**src/rtl/muldiv_if.sv**
```systemverilog
// Request/response bundle between the pipeline and the multicycle MULTU/DIVU unit.
// The pipeline side (master) issues requests and reads HI/LO; the unit (slave) answers.
interface muldiv_if #(
  parameter int WIDTH = 32
);
  logic [3:0]       alu_ctrl;
  logic             start;
  logic [WIDTH-1:0] a;
  logic [WIDTH-1:0] b;
  logic             busy;
  logic             done;
  logic             stall;
  logic [WIDTH-1:0] hi;
  logic [WIDTH-1:0] lo;
  logic [WIDTH-1:0] result;

  modport master (
    output alu_ctrl, start, a, b,
    input  busy, done, stall, hi, lo, result
  );

  modport slave (
    input  alu_ctrl, start, a, b,
    output busy, done, stall, hi, lo, result
  );
endinterface

```
**src/rtl/muldiv_unit.sv**
```systemverilog
// Multicycle unsigned multiply (radix-2 shift-add) and restoring divide with HI/LO registers.
// One bit per cycle, WIDTH cycles per operation; HI/LO are only written on completion.
module muldiv_unit #(
  parameter int WIDTH = 32
) (
  input  logic     clk,
  input  logic     rst,
  muldiv_if.slave  bus
);

  localparam logic [3:0] OP_MULTU = 4'd7;
  localparam logic [3:0] OP_DIVU  = 4'd8;
  localparam logic [3:0] OP_MFHI  = 4'd9;
  localparam logic [3:0] OP_MFLO  = 4'd10;
  localparam int         CNT_W    = $clog2(WIDTH) + 1;

  typedef enum logic [1:0] {
    S_IDLE,
    S_MUL,
    S_DIV,
    S_DONE
  } state_t;

  state_t               r_state;
  state_t               w_next;
  logic [CNT_W-1:0]     r_cnt;
  logic [WIDTH-1:0]     r_opd;
  logic [2*WIDTH-1:0]   r_acc;
  logic [WIDTH-1:0]     r_hi;
  logic [WIDTH-1:0]     r_lo;

  logic                 w_ready;
  logic                 w_start_mul;
  logic                 w_start_div;
  logic                 w_busy;
  logic                 w_last;
  logic [WIDTH:0]       w_mul_sum;
  logic [2*WIDTH-1:0]   w_mul_acc;
  logic [WIDTH:0]       w_div_part;
  logic                 w_div_ge;
  logic [WIDTH-1:0]     w_div_diff;
  logic [WIDTH-1:0]     w_div_rem;
  logic [2*WIDTH-1:0]   w_div_acc;
  logic [2*WIDTH-1:0]   w_acc_next;

  assign w_ready     = (r_state == S_IDLE) || (r_state == S_DONE);
  assign w_start_mul = w_ready && bus.start && (bus.alu_ctrl == OP_MULTU);
  assign w_start_div = w_ready && bus.start && (bus.alu_ctrl == OP_DIVU);
  assign w_busy      = (r_state == S_MUL) || (r_state == S_DIV);
  assign w_last      = (r_cnt == CNT_W'(WIDTH - 1));

  // Multiply: acc = {partial product, remaining multiplier bits}; the multiplier LSB
  // gates the add into the upper half, then the whole thing shifts right one place.
  assign w_mul_sum = {1'b0, r_acc[2*WIDTH-1:WIDTH]} + (r_acc[0] ? {1'b0, r_opd} : '0);
  assign w_mul_acc = {w_mul_sum, r_acc[WIDTH-1:1]};

  // Divide: acc = {remainder, dividend/quotient}; a zero divisor always "fits", which
  // naturally yields an all-ones quotient and the dividend as remainder.
  assign w_div_part = r_acc[2*WIDTH-1:WIDTH-1];
  assign w_div_ge   = (w_div_part >= {1'b0, r_opd});
  assign w_div_diff = WIDTH'(w_div_part - {1'b0, r_opd});
  assign w_div_rem  = w_div_ge ? w_div_diff : w_div_part[WIDTH-1:0];
  assign w_div_acc  = {w_div_rem, r_acc[WIDTH-2:0], w_div_ge};

  assign w_acc_next = (r_state == S_MUL) ? w_mul_acc : w_div_acc;

  always_ff @(posedge clk or posedge rst) begin
    if (rst) r_state <= S_IDLE;
    else     r_state <= w_next;
  end

  always_comb begin
    w_next = r_state;
    case (r_state)
      S_IDLE, S_DONE: begin
        if (w_start_mul)      w_next = S_MUL;
        else if (w_start_div) w_next = S_DIV;
        else                  w_next = S_IDLE;
      end
      S_MUL, S_DIV: begin
        if (w_last) w_next = S_DONE;
      end
      default: w_next = S_IDLE;
    endcase
  end

  always_ff @(posedge clk or posedge rst) begin
    if (rst) begin
      r_cnt <= '0;
      r_opd <= '0;
      r_acc <= '0;
      r_hi  <= '0;
      r_lo  <= '0;
    end else if (w_start_mul || w_start_div) begin
      r_cnt <= '0;
      r_opd <= w_start_mul ? bus.a : bus.b;
      r_acc <= {{WIDTH{1'b0}}, (w_start_mul ? bus.b : bus.a)};
    end else if (w_busy) begin
      r_cnt <= r_cnt + 1'b1;
      r_acc <= w_acc_next;
      if (w_last) begin
        r_hi <= w_acc_next[2*WIDTH-1:WIDTH];
        r_lo <= w_acc_next[WIDTH-1:0];
      end
    end
  end

  assign bus.busy   = w_busy;
  assign bus.done   = (r_state == S_DONE);
  assign bus.hi     = r_hi;
  assign bus.lo     = r_lo;
  assign bus.stall  = w_busy && ((bus.alu_ctrl == OP_MULTU) || (bus.alu_ctrl == OP_DIVU) ||
                                 (bus.alu_ctrl == OP_MFHI)  || (bus.alu_ctrl == OP_MFLO));
  assign bus.result = (bus.alu_ctrl == OP_MFHI) ? r_hi :
                      (bus.alu_ctrl == OP_MFLO) ? r_lo : '0;

endmodule

```
**src/flat_wrapper.sv**
```systemverilog
// flat-port wrapper written by rule: the top's interface ports become plain ports
module muldiv_unit_flat 
#(
  parameter int WIDTH = 32
)
  (clk, rst, bus_alu_ctrl, bus_start, bus_a, bus_b, bus_busy, bus_done, bus_stall, bus_hi, bus_lo, bus_result);
  muldiv_if #(.WIDTH(WIDTH)) bus_i ();
  input  logic clk;
  input  logic rst;
  input wire logic [$bits(bus_i.alu_ctrl)-1:0] bus_alu_ctrl;
  input wire logic [$bits(bus_i.start)-1:0] bus_start;
  input wire logic [$bits(bus_i.a)-1:0] bus_a;
  input wire logic [$bits(bus_i.b)-1:0] bus_b;
  output wire logic [$bits(bus_i.busy)-1:0] bus_busy;
  output wire logic [$bits(bus_i.done)-1:0] bus_done;
  output wire logic [$bits(bus_i.stall)-1:0] bus_stall;
  output wire logic [$bits(bus_i.hi)-1:0] bus_hi;
  output wire logic [$bits(bus_i.lo)-1:0] bus_lo;
  output wire logic [$bits(bus_i.result)-1:0] bus_result;
  assign bus_i.alu_ctrl = bus_alu_ctrl;
  assign bus_i.start = bus_start;
  assign bus_i.a = bus_a;
  assign bus_i.b = bus_b;
  assign bus_busy = bus_i.busy;
  assign bus_done = bus_i.done;
  assign bus_stall = bus_i.stall;
  assign bus_hi = bus_i.hi;
  assign bus_lo = bus_i.lo;
  assign bus_result = bus_i.result;
  muldiv_unit #(.WIDTH(WIDTH)) u_core (.clk(clk), .rst(rst), .bus(bus_i));
endmodule
```
**config.mk**
```make
export PLATFORM = sky130hd
export DESIGN_NAME = muldiv_unit_flat
export DESIGN_NICKNAME = d
export VERILOG_FILES = /design/src/rtl/muldiv_if.sv /design/src/rtl/muldiv_unit.sv /design/src/flat_wrapper.sv
export SDC_FILE = /design/constraint.sdc
export NUM_CORES = 1
export LEC_CHECK = 0
export CAP_MARGIN = 20
export CORE_MARGIN = 2
export CORE_UTILIZATION = 62
export CTS_BUF_LIST = sky130_fd_sc_hd__clkbuf_4 sky130_fd_sc_hd__clkbuf_8
export DETAILED_ROUTE_END_ITERATION = 8
export PLACE_DENSITY = 0.89
export SYNTH_ARGS = -nofsm -noshare
export SYNTH_HDL_FRONTEND = slang
export SYNTH_SLANG_ARGS = --single-unit
```
**constraint.sdc**
```tcl
create_clock -name clk -period 10.68 [get_ports clk]
set_input_delay 1.602 -clock clk [delete_from_list [all_inputs] [get_ports clk]]
set_output_delay 1.602 -clock clk [all_outputs]
set_load 0.05 [all_outputs]
```
==> results.py <==
metrics = {
    "power": {
        "p_leak_nw": 6.15,
        "peakVddDrop_uv": 181,
        "fin_total_pwr_mw": 3.60,
        "power_density_nw_per_um2": 259,
    },
    "synth": {
        "yosys_warnings": 0,
        "syn_area_per_cell_um2": 8.46,
        "ys_seq_area_share_pct": 35.9,
        "synth_seq_cells": 168,
        "synth-edff-count": 0,
        "syn_area_um2": 11700,
        "ys_types": 73,
        "ys.flop_type": "dfrtp_1",
        "synth_cells": 1382,
        "syn_nets": 1522,
        "async_flop_share_pct": 100,
    },
    "placed_design": {
        "portBuffers": 169,
        "gp_congestion": 1.00,
        "place_hpwl_um": 27000,
        "pre_cts_slack_ns": 5.20,
        "dp.cells": 1712,
        "place_area_um2": 13400,
    },
    "clock_network": {
        "clkTransAtPathRegs_ns": 0.12,
        "cts_buffer_depth": 2,
        "cts_tree": "done",
        "clock-sinks": 168,
        "htreeDepth": 4,
        "root_buffer": "clkbuf_8",
        "hold_buffers": 0,
        "clkLatencyLatePin_ns": 0.50,
        "cts_buffers": 17,
        "ctsResizeCount": 0,
        "cts_setup_buffers": 0,
    },
    "sta": {
        "setup_viol": 0,
        "hold_viol_final": 0,
        "max_freq_mhz": 182,
        "drv_slew": 0,
        "tns_ns": 0,
        "fin_worst_skew_ns": 0.0202,
        "finalCritPeriodShare_pct": 51.4,
        "worst_pin_slew_ns": 1.12,
        "hold_ws_ns": 0.527,
        "grt_setup_unrepaired": "false",
        "setup_slack_ns": 5.19,
        "slew_headroom_pct": 24.9,
        "fin_crit_ns": 5.49,
    },
    "job": {
        "cap_violations": 0,
    },
    "global_route": {
        "globalRouteOverflowTotal": 0,
        "grt_pass1_wl_um": 59100,
        "antenna_found_initial": 0,
        "grt.total_usage_pct": 37.7,
        "grt_pass1_vias": 11151,
        "grt_max_degree": 68,
    },
    "run_status": {
        "status": "complete, no violations",
    },
    "routing": {
        "avgViaCountPerCell": 6.65,
        "highest_layer": "met4",
        "drt-met1-wl_um": 14200,
        "drc": 0,
        "drt-total-wl_um": 37300,
        "vias": 11604,
        "drt_iter0_drc": 1179,
        "ant_nets": 0,
        "dr_wl_met3_um": 2850,
        "routedWlPerCell_um": 21.4,
        "drt_first_pass_iters": 7,
        "wl_met2_um": 18100,
    },
    "worst_setup_path": {
        "cp_cell_sequence": "clkdlybuf4s50_1, nand2b_1, nor3b_2, buf_4, a22o_1, clkdlybuf4s50_1",
        "setup.worst_path.end": "bus_result[3]",
        "crit_arrival_ns": 3.89,
        "cp_common_cell": "clkdlybuf4s50_1",
        "crit_start": "bus_alu_ctrl[3]",
        "rr_startpoint": "u_core.r_acc[0]",
        "critical_path_depth": 6,
        "slowest_stage": "clkdlybuf4s50_1",
        "crit_fanout": 32,
        "cpLargestDelayFamily": "buffers and inverters",
        "crit_path_max_incr_delay_ns": 0.80,
        "worst-path-buf-inv": 3,
        "reg2reg_slack_ns": 6.23,
        "crit_path_start_kind": "primary input",
        "timing.rr.end": "u_core.bus.hi[29]",
        "end_kind": "output pin",
        "r2r_cells": 12,
        "critical_path_required_ns": 9.08,
        "path_class": "primary input to output pin",
    },
    "floorplanning": {
        "die_x_um": 141,
        "die-area_um2": 20000,
        "start_util_pct": 63.0,
        "std_cell_rows": 50,
        "ioPinCount": 170,
        "core_um2": 18600,
        "die_height_um": 141,
    },
    "cells_and_area": {
        "fill_cells": 1345,
        "seqCellArea_um2": 4200,
        "final_common_cell": "clkdlybuf4s50_1",
        "syn_to_final_growth_pct": 18.7,
        "final_cell_area_um2": 13900,
        "final_core_utilization_pct": 74.7,
        "layout.nets": 1639,
        "multiInputGateArea_um2": 6960,
        "final_layout_size_suffix_gt1_share_pct": 5.36,
        "layout_common_cells": "clkdlybuf4s50_1 (169), nand2_1 (168), dfrtp_1 (168)",
        "fin_cells": 1746,
        "antenna_cells": 0,
    },
    "min_path": {
        "min_path_type": "register to register",
    },
}
==> cell usage after synthesis (5+ instances only) <==
cell type    n  share of area [%]
nand2_1    169                5.4
dfrtp_1    168                 36
o21ai_0    135                5.8
a21oi_1    118                5.0
nor2_1     109                3.5
clkbuf_1    67                2.1
ha_1        67                7.2
inv_1       45                1.4
a22oi_1     38                2.4
and2_1      38                2.0
a21o_1      35                2.2
a22o_1      34                2.5
mux2i_1     30                2.6
xor2_1      28                2.1
nand3_1     26                1.1
xnor2_1     25                1.9
a221o_1     17                1.5
a221oi_1    17                1.3
a31oi_1     17               0.91
o211ai_1    14               0.90
nand4_1     12               0.64
o31ai_1     12               0.77
o21ai_1     11               0.47
and3_1      10               0.53
nor3_1      10               0.43
o21bai_1     9               0.58
buf_2        8               0.34
mux2_2       8               0.77
a211oi_1     7               0.45
nand2b_1     6               0.32
o21a_1       5               0.32
==> routing by layer <==
layer  up-vias  track usage, %
met5         -               0
met2       611            63.4
met1      5584            46.2
met3       137            7.05
li1       5272               -
met4         0            20.0
==> worst reg2reg max path, cell delays in order, from the launching register on <==
cell and delay (ns):
dfrtp_1 1.08, and2_1 0.24, ha_1 0.27, fa_1 0.29
a211oi_1 0.12, o211ai_1 0.22, nand2_1 0.15, o21ai_0 0.59
a31oi_1 0.33, o31ai_1 0.45, xor2_1 0.12, mux2i_1 0.33
o21ai_1 0.13
==> state kept, by name (all words and copies together) (netlist names) <==
signal          flops
u_core.r_cnt        6
u_core.r_opd       32
u_core.r_state      2
u_core.bus.hi      32
u_core.r_acc       64
u_core.bus.lo      32
==> report_power, final <==
part	switching (mW)	total, mW	internal (mW)	leakage (nW)
Clock	0.285	0.466	0.181	0.202
Combinational	1.33	2.16	0.830	3.78
Sequential	0.179	0.969	0.790	2.17
==> how the worst min path moves through the flow <==
| stage | start | endpoint | cells past startpoint |
|---|---|---|---|
| 2_1_floorplan | u_core.r_opd[0] | u_core.r_opd[0] | 2 |
| 3_3_place_gp | u_core.bus.lo[5] | u_core.bus.lo[5] | 2 |
| 3_5_place_dp | u_core.r_opd[0] | u_core.r_opd[0] | 2 |
| 4_1_cts | u_core.bus.lo[1] | u_core.bus.lo[1] | 2 |
| 5_1_grt | u_core.bus.lo[1] | u_core.bus.lo[1] | 2 |
| 6_report | u_core.bus.hi[7] | u_core.bus.hi[7] | 2 |
==> area by class of cell <==
type	instances	share of cell area (%)
Multi-Input combinational cell	1080	50.1
Sequential cell	168	30.3
Timing Repair Buffer	185	13.3
Tap cell	234	2.11
Clock buffer	18	1.78
Inverter	47	1.31
Clock inverter	14	1.10
==> logic make-up after synthesis <==
group / Yosys count / synth area share (%)
xor+xnor: 53 / 3.97
mux: 38 / 3.34
fa+ha+maj: 69 / 7.51
flops: 168 / 35.9
buf+inv: 134 / 4.89
compound gates: 508 / 28.2
simple gates: 412 / 16.1
Power figures use the tool's default switching activity.
